## config.mk

```make
export PLATFORM = sky130hd
export DESIGN_NAME = sync_fifo_ctrl
export DESIGN_NICKNAME = d
export VERILOG_FILES = /design/src/rtl/sync_fifo_pkg.sv /design/src/rtl/sync_fifo_mem.sv /design/src/rtl/sync_fifo_ctrl.sv
export SDC_FILE = /design/constraint.sdc
export NUM_CORES = 1
export LEC_CHECK = 0
export CAP_MARGIN = 20
export CORE_ASPECT_RATIO = 2
export CORE_MARGIN = 5
export CORE_UTILIZATION = 45
export DETAILED_ROUTE_END_ITERATION = 8
export GPL_TIMING_DRIVEN = 1
export SETUP_SLACK_MARGIN = 0.15
export SYNTH_ARGS = -nofsm -noshare
export SYNTH_HDL_FRONTEND = slang
export SYNTH_HIERARCHICAL = 1
export SYNTH_SLANG_ARGS = --single-unit
```

## constraint.sdc

```tcl
create_clock -name clk -period 5.8 [get_ports clk]
set_clock_uncertainty 0.05 [all_clocks]
set_input_delay 1.16 -clock clk [delete_from_list [all_inputs] [get_ports clk]]
set_output_delay 1.16 -clock clk [all_outputs]
set_load 0.02 [all_outputs]
```

## src/rtl/sync_fifo_pkg.sv

```systemverilog
// Shared sizing and pointer helpers for the single-clock FIFO.
// Used by sync_fifo_ctrl and sync_fifo_mem (SYNC_FIFO_FWFT_EN selects the read mode).
package sync_fifo_pkg;

    localparam int unsigned DEF_DATA_W   = 8;
    localparam int unsigned DEF_DEPTH    = 90;
    localparam int unsigned DEF_AF_LEVEL = 80;
    localparam int unsigned DEF_AE_LEVEL = 8;

    // Occupancy must be able to represent DEPTH itself, hence DEPTH+1 states.
    function automatic int unsigned cnt_w(input int unsigned depth);
        return $clog2(depth + 1);
    endfunction

    function automatic int unsigned ptr_w(input int unsigned depth);
        return (depth > 1) ? $clog2(depth) : 1;
    endfunction

    // Explicit wrap so non-power-of-2 depths index only valid entries.
    function automatic int unsigned next_ptr(input int unsigned ptr, input int unsigned depth);
        return (ptr == depth - 1) ? 0 : ptr + 1;
    endfunction

    function automatic bit levels_ok(input int unsigned ae_level, input int unsigned af_level);
        return ae_level < af_level;
    endfunction

    localparam bit DEF_LEVELS_OK = levels_ok(DEF_AE_LEVEL, DEF_AF_LEVEL);

endpackage

```

## src/rtl/sync_fifo_mem.sv

```systemverilog
// DATA_W x DEPTH storage with synchronous write; registered read port by default,
// asynchronous read port when SYNC_FIFO_FWFT_EN is defined.
module sync_fifo_mem
    import sync_fifo_pkg::*;
#(
    parameter int unsigned DATA_W = DEF_DATA_W,
    parameter int unsigned DEPTH  = DEF_DEPTH,
    localparam int unsigned ADDR_W = ptr_w(DEPTH)
) (
    input  logic              clk,
`ifndef SYNC_FIFO_FWFT_EN
    input  logic              rst,
    input  logic              rd_en,
`endif
    input  logic              wr_en,
    input  logic [ADDR_W-1:0] wr_addr,
    input  logic [DATA_W-1:0] wr_data,
    input  logic [ADDR_W-1:0] rd_addr,
    output logic [DATA_W-1:0] rd_data
);

    logic [DATA_W-1:0] mem_q [DEPTH];

    // Storage is intentionally not reset.
    always_ff @(posedge clk) begin
        if (wr_en) begin
            mem_q[wr_addr] <= wr_data;
        end
    end

`ifdef SYNC_FIFO_FWFT_EN
    assign rd_data = mem_q[rd_addr];
`else
    logic [DATA_W-1:0] rd_data_q;
    logic [DATA_W-1:0] rd_data_d;

    // Output word holds between accepted reads.
    always_comb begin
        rd_data_d = rd_data_q;
        if (rd_en) begin
            rd_data_d = mem_q[rd_addr];
        end
    end

    always_ff @(posedge clk or negedge rst) begin
        if (!rst) begin
            rd_data_q <= '0;
        end else begin
            rd_data_q <= rd_data_d;
        end
    end

    assign rd_data = rd_data_q;
`endif

endmodule

```

## src/rtl/sync_fifo_ctrl.sv

```systemverilog
// Single-clock FIFO control: pointers, occupancy, level and sticky error flags.
// Define SYNC_FIFO_FWFT_EN for first-word-fall-through reads.
module sync_fifo_ctrl
    import sync_fifo_pkg::*;
#(
    parameter int unsigned DATA_W   = DEF_DATA_W,
    parameter int unsigned DEPTH    = DEF_DEPTH,
    parameter int unsigned AF_LEVEL = DEF_AF_LEVEL,
    parameter int unsigned AE_LEVEL = DEF_AE_LEVEL,
    localparam int unsigned CNT_W   = cnt_w(DEPTH)
) (
    input  logic              clk,
    input  logic              rst,
    input  logic [DATA_W-1:0] d_in,
    input  logic              wren,
    input  logic              rden,
    input  logic              flag_clr,
    output logic [DATA_W-1:0] d_out,
    output logic              rd_valid,
    output logic              fifo_full,
    output logic              fifo_empty,
    output logic              almost_full,
    output logic              almost_empty,
    output logic [CNT_W-1:0]  count,
    output logic              overflow,
    output logic              underflow
);

    localparam int unsigned PTR_W = ptr_w(DEPTH);

    logic [PTR_W-1:0] wr_ptr_q, wr_ptr_d;
    logic [PTR_W-1:0] rd_ptr_q, rd_ptr_d;
    logic [CNT_W-1:0] count_q, count_d;
    logic             full_q, full_d;
    logic             empty_q, empty_d;
    logic             af_q, af_d;
    logic             ae_q, ae_d;
    logic             ovf_q, ovf_d;
    logic             udf_q, udf_d;
    logic             wr_acc;
    logic             rd_acc;
    logic [DATA_W-1:0] mem_rd_data;

    // Everything is decided on pre-edge flags; flags are re-derived from the new count.
    always_comb begin
        wr_acc   = wren & ~full_q;
        rd_acc   = rden & ~empty_q;
        wr_ptr_d = wr_ptr_q;
        rd_ptr_d = rd_ptr_q;
        count_d  = count_q;

        if (wr_acc) begin
            wr_ptr_d = PTR_W'(next_ptr(32'(wr_ptr_q), DEPTH));
        end
        if (rd_acc) begin
            rd_ptr_d = PTR_W'(next_ptr(32'(rd_ptr_q), DEPTH));
        end

        case ({wr_acc, rd_acc})
            2'b10:   count_d = count_q + CNT_W'(1);
            2'b01:   count_d = count_q - CNT_W'(1);
            default: count_d = count_q;
        endcase

        full_d  = (count_d == CNT_W'(DEPTH));
        empty_d = (count_d == '0);
        af_d    = (count_d >= CNT_W'(AF_LEVEL));
        ae_d    = (count_d <= CNT_W'(AE_LEVEL));

        // Set dominates a same-cycle clear.
        ovf_d = (wren & full_q)  | (ovf_q & ~flag_clr);
        udf_d = (rden & empty_q) | (udf_q & ~flag_clr);
    end

    always_ff @(posedge clk or negedge rst) begin
        if (!rst) begin
            wr_ptr_q <= '0;
            rd_ptr_q <= '0;
            count_q  <= '0;
            full_q   <= 1'b0;
            empty_q  <= 1'b1;
            af_q     <= 1'b0;
            ae_q     <= 1'b1;
            ovf_q    <= 1'b0;
            udf_q    <= 1'b0;
        end else begin
            wr_ptr_q <= wr_ptr_d;
            rd_ptr_q <= rd_ptr_d;
            count_q  <= count_d;
            full_q   <= full_d;
            empty_q  <= empty_d;
            af_q     <= af_d;
            ae_q     <= ae_d;
            ovf_q    <= ovf_d;
            udf_q    <= udf_d;
        end
    end

    sync_fifo_mem #(
        .DATA_W (DATA_W),
        .DEPTH  (DEPTH)
    ) u_mem (
        .clk     (clk),
`ifndef SYNC_FIFO_FWFT_EN
        .rst     (rst),
        .rd_en   (rd_acc),
`endif
        .wr_en   (wr_acc),
        .wr_addr (wr_ptr_q),
        .wr_data (d_in),
        .rd_addr (rd_ptr_q),
        .rd_data (mem_rd_data)
    );

`ifdef SYNC_FIFO_FWFT_EN
    // Head word is presented as soon as the FIFO is non-empty.
    assign rd_valid = ~empty_q;
`else
    logic rd_valid_q, rd_valid_d;

    always_comb begin
        rd_valid_d = rd_acc;
    end

    always_ff @(posedge clk or negedge rst) begin
        if (!rst) begin
            rd_valid_q <= 1'b0;
        end else begin
            rd_valid_q <= rd_valid_d;
        end
    end

    assign rd_valid = rd_valid_q;
`endif

    assign d_out        = mem_rd_data;
    assign fifo_full    = full_q;
    assign fifo_empty   = empty_q;
    assign almost_full  = af_q;
    assign almost_empty = ae_q;
    assign count        = count_q;
    assign overflow     = ovf_q;
    assign underflow    = udf_q;

endmodule

```

After elaboration in Yosys (flattened, before gate mapping)
Memories as Yosys holds them, arrays and structs flattened. A register that Yosys moved wholly into a read port is not among the register bits.
Index checks and enable logic that the tools add are counted.
Word-level totals
  flip-flop bits (word level): 28
  bits in writable memories: 720
  memories: 1
Memories
  u_mem.mem_q: words 90, bits a word 8, rd ports 1, clocked after memory_dff 1, write ports 1, RTL line sync_fifo_mem.sv:22  | logic [DATA_W-1:0] mem_q [DEPTH];
Cells by class
  $add $sub $neg: 4
  magnitude comparators: 2
  equal/unequal tests: 5
  muxes and demuxes: 5
  bitwise operators: 11
  reductions and logical operators: 2
Operators with widths (number)
  $add A7 B1 Y7 const B: 3
  $eq A7 B7 Y1 const B: 3
  $mux W7: 2
  $pmux W7 S2: 1
  $ge A7 B7 Y1 const B: 1
  $le A7 B4 Y1 const B: 1
  $logic_not A7 Y1: 1
  $sub A7 B1 Y7 const B: 1
  $and A1 B1 Y1: 6
  $not A1 Y1: 3
  $eq A2 B1 Y1 const B: 1
  $eq A2 B2 Y1 const B: 1
  $mux W1: 2
  $or A1 B1 Y1: 2
  $logic_not A1 Y1: 1

Logic depth before layout (Yosys ltp)
  depth in word-level cells: 5
  mapped depth: 12
  gate-level depth less buffers: 11

Hierarchy
Netlist, hierarchy kept.
By module, submodules not included
  sync_fifo_mem: times used 1, cells each 1322, area an instance 28308.4 um2, sequential area each 21820.9 um2
  sync_fifo_ctrl: times used 1, cells each 184, area an instance 1754.2 um2, sequential area each 703.2 um2

Worst setup path after synthesis
No wires, ideal clock.
  path kind: input to register
  start: input port wren
  end: register full_q, in the netlist fifo_full
  arrival time: 3043 ps
  path slack: 2612 ps
  stages: 12
  path buffers: 1
  path through: nand2b_4 -> buf_8 -> inv_6 -> nor2_1 -> xor2_1 -> ha_1 -> or3b_1 -> nand2_1 -> a221oi_2 -> mux2_4 -> nor2_4 -> nor4b_2
On the way
  cells in the longest elaborated chain, start to end: 4
  elaborated cells between the ends (all ways): 5
  classes of those cells: eq/ne (3); mux (1); bitwise (1)
RTL lines
  start: declaration: RTL line sync_fifo_ctrl.sv:15  | input logic wren,
  $and A1 B1 Y1 *: RTL line sync_fifo_ctrl.sv:46  | wr_acc = wren & ~full_q;
  $eq A2 B1 Y1 / $eq A2 B2 Y1 (equally long branches): RTL line sync_fifo_ctrl.sv:59  | case ({wr_acc, rd_acc})
  $pmux W7 S2 *: RTL line sync_fifo_ctrl.sv:59
  via count_d[6]: RTL line sync_fifo_ctrl.sv:33  | logic [CNT_W-1:0] count_q, count_d;
  $eq A7 B7 Y1 *: RTL line sync_fifo_ctrl.sv:65  | full_d = (count_d == CNT_W'(DEPTH));
  via full_d: RTL line sync_fifo_ctrl.sv:34  | logic full_q, full_d;
  end signal: assignment: RTL line sync_fifo_ctrl.sv:90  | full_q <= full_d;
  end: declaration: RTL line sync_fifo_ctrl.sv:34
Mark *: on every way through the listed nets, which the timed path passes. The rest lies on a longest branch.
A chain may end at the register's enable or synchronous reset.

Worst setup path after layout
  start: input port wren
  end: memory u_mem/mem_q[86][5] (netlist bit) (enable)
On the way
  cells in the longest elaborated chain, start to end: 3
RTL lines
  $and A1 B1 Y1: RTL line sync_fifo_ctrl.sv:46
  $mux W1: RTL line sync_fifo_mem.sv:26  | if (wr_en) begin
  $mux W1 (not written as such): RTL line sync_fifo_mem.sv:27  | mem_q[wr_addr] <= wr_data;
  end: declaration: RTL line sync_fifo_mem.sv:22
No other way between the ends.

==> results by group <==
Finish
  • ANT cells: 0
  • Commonest cells after routing, fill and taps aside: edfxtp_1, mux4_2, nor2_1
  • Most common cell after layout, fill and taps aside: edfxtp_1
  • Syn-to-layout area delta: 11.3%
  • # fillers: about 5,400
  • Share of cells above drive strength 1: between 20% and 30%
  • Nets: 1,581

Clock network
  • Worst-Skew Late Latency: 0.63 ns
  • CTS tree: yes
  • Clock Path Buffers: 3
  • Max H-tree Level: 3
  • CTS root buffer: clkbuf_16
  • CTS clk-pin slew, worst paths: about 0.070 ns
  • CTS buffer count: 67
  • Postcts setup bufs: 0
  • # hold bufs at CTS: 0
  • Clock sink count: 756
  • Post-CTS sizing: 0

Route
  • Wire per inst: 30.2 um
  • Drt pass-1 iters: 5
  • Vias: 14,873
  • Routed WL: 75,600 um
  • DRT antenna net count: 0
  • Iter 0 DRT Violations: 1,247
  • DRC errors left: 0
  • Vias/cell: 5.95

Hold path
  • Hold Path Class: flip-flop to flip-flop

Power and ir drop
  • Overall power: around 15 mW
  • Internal power: 10.3 mW
  • Clock power frac: between 30% and 40%
  • Max IR drop VDD: 0.000401 V
  • Gate power share: roughly 25%
  • Static Leak: approximately 10 nW
  • Pwr/cell area: around 450 nW/um^2
  • Sequential Power Share: between 40% and 50%
  • Psw: 4.64 mW
  • Switching Share: 31.1%

Worst setup path
  • Arr. time, crit path: 3.89 ns
  • CP Max Fanout: 20
  • CP endpoint kind: flip-flop
  • Worst Path Class, Setup: input port to flip-flop
  • Max incr delay on CP: between 0.8 and 0.9 ns
  • Buf/Inv on CP: 2
  • Critical path's slowest cell: nor2_1
  • Req. time, crit path: 5.99 ns
  • Critical-path cell list: clkdlybuf4s50_1, nand2b_4, inv_6, nor2b_1, nand3_1, nor2_1
  • Startpoint Class: input port
  • Family with the most delay on the worst path: simple AND/OR/NAND/NOR gates
  • FF-to-FF setup slack: 2.34 ns

Timing
  • Final setup viols: 0
  • Final period utilization: a little under two thirds
  • Peak Freq: ~0.27 GHz
  • Final hold violations: 0
  • Total Neg Setup Slack: 0 ns
  • Rel. slew slack: 25.1%
  • RSZ-0062 raised after global routing: no
  • Max Slew Vio Count: 0
  • Final min period: 3.70 ns
  • Worst-Margin Slew: around 1.1 ns

Global route
  • Number of global-route vias before repair: 15,576
  • GRT Overall Usage: a little over a fifth
  • Initial antenna violation count: 0
  • First-pass GRT wire length: 109,000 um
  • Largest net degree at the start of global routing: 75
  • GRT overflow: 0

Logic synthesis
  • Cell Area, Synth: 30,100 um^2
  • Post-synthesis compound-gate area fraction: 3.58%
  • Post-synthesis cell count: 1,506
  • Avg Cell Area, Syn: 20.0 um^2
  • Synth top area cells: edfxtp_1, mux4_2, dfrtp_1, mux2i_1, nor2_1
  • Synth top area share: 71.9%
  • Mux cell area share after synthesis: between 10% and 20%
  • Post-synthesis sequential area ratio: 74.9%
  • Syn nets: about 1,500
  • Main flop type after synthesis: edfxtp_1
  • Largest family of logic cells by synthesized area: multiplexers
  • Xor/xnor share of the synthesized area: less than 1%
  • Post-Synth Adder-Cell Area: less than 1%
  • Async SR Flop Fraction: 4.76%
  • Yosys reg bits: about 760
  • Leading area contributor after synthesis: edfxtp_1
  • Yosys warning total: 6
  • EDFF count, synth: 720
  • Number of distinct library cells after synthesis: 70
  • Simple-gate share of the synthesized area: under 10%

Die
  • Die X: 193 um
  • Die area: between 70,000 and 80,000 um^2
  • Num ports: 35
  • FP Rows: 134
  • CORE AREA: about 67,000 um^2
  • Die height: 376 um
  • Starting Density: 45.2%

Placed design
  • Routability cong.: 0.859
  • DP HPWL: ~50,000 um
  • Port bufs: 34

Outcome
  • Outcome: complete, no violations

Flow run
  • Max cap viols: 0
## per-stage QoR
step / cells / hold WS [ns] / utilization (%) / area [um^2] / setup slack (ns)
3_5_place_dp: 2376 / 0.486 / 46.9 / 31200 / 1.50
6_report: 2499 / 0.497 / 50.3 / 33500 / 2.10
2_1_floorplan: 1506 / 0.433 / - / 30100 / 2.61
4_1_cts: 2498 / 0.500 / 50.3 / 33400 / 2.19
3_3_place_gp: 2374 / 0.463 / 46.9 / 31200 / 1.61
5_1_grt: 2499 / 0.510 / 50.3 / 33500 / 2.05
## state kept, by name, summed over array words and instances, names as in the netlist
register and flops:
underflow 1, wr_ptr_q 7, u_mem/rd_data 8, overflow 1, rd_valid 1, almost_full 1, count 7, almost_empty 1
u_mem/mem_q 720, fifo_full 1, fifo_empty 1, rd_ptr_q 7
## layer usage
metal	GRT usage [%]	up-vias	part of all wire [%]
met5	0	-	0
met2	39.2	584	56
met4	10.2	0	5.6
met3	3.34	165	5.1
met1	23.3	7803	33
li1	-	6321	-
## kinds of logic (layout without fill, tap and decap cells)
| group | Yosys count | after routing |
|---|---|---|
| adders and majority gates | 6 | 6 |
| AOI/OAI and AO/OA | 159 | 159 |
| buffers and inverters | 96 | 205 |
| xor gates and xnor gates | 8 | 8 |
| muxes | 226 | 226 |
| and+or+nand+nor | 255 | 255 |
| DFF | 756 | 756 |
## power by group through the flow
stage / Combinational [mW] / Sequential [mW] / Clock [mW]
final: 3.77 / 6.66 / 4.50
after global routing: 3.96 / 6.71 / 4.84
after CTS: 3.80 / 6.67 / 4.60
after floorplan: 2.65 / 6.47 / 0
after global placement: 3.75 / 6.78 / 0
after detailed placement: 3.78 / 6.79 / 0
## cell type report
type                            instances  area (um^2)  area share [%]
Clock buffer                           78         1740            5.20
Clock inverter                         44          463            1.38
Inverter                               17         68.8           0.206
Multi-Input combinational cell        654         6980            20.9
Sequential cell                       756        22500            67.4
Tap cell                              884         1110            3.31
Timing Repair Buffer                   66          571            1.71
## tightest hold or removal path, stage by stage (launching register included)
cell and delay (ns):
dfrtp_1 0.38, inv_1 0.05, o21ai_0 0.07
## cell usage after synthesis, drive strengths merged, types with 15 or more instances
cell type and count:
nor3 15, nor2b 18, dfrtp 34, a21oi 28
o22ai 16, nor2 100, nand3 26, nand2 52
mux4 178, o21ai 27, a22oi 27, inv 16
edfxtp 720, clkbuf 24, buf 55, mux2i 41
## path summary, 6_finish.rpt
| check | startpoint | end | cells after the start |
|---|---|---|---|
| setup / recovery | wren | u_mem/mem_q[86][5]$_DFFE_PP_ | 6 |
| hold / removal | overflow$_DFF_PN0_ | overflow$_DFF_PN0_ | 2 |
| setup reg to reg | rd_ptr_q[1]$_DFFE_PN0P_ | u_mem/rd_data[3]$_DFFE_PN0P_ | 6 |
| hold reg to reg | overflow$_DFF_PN0_ | overflow$_DFF_PN0_ | 2 |
| max in group asynchronous | rst | rd_ptr_q[2]$_DFFE_PN0P_ | 1 |
| min in group asynchronous | rst | overflow$_DFF_PN0_ | 1 |
Power figures use the tool's default switching activity.
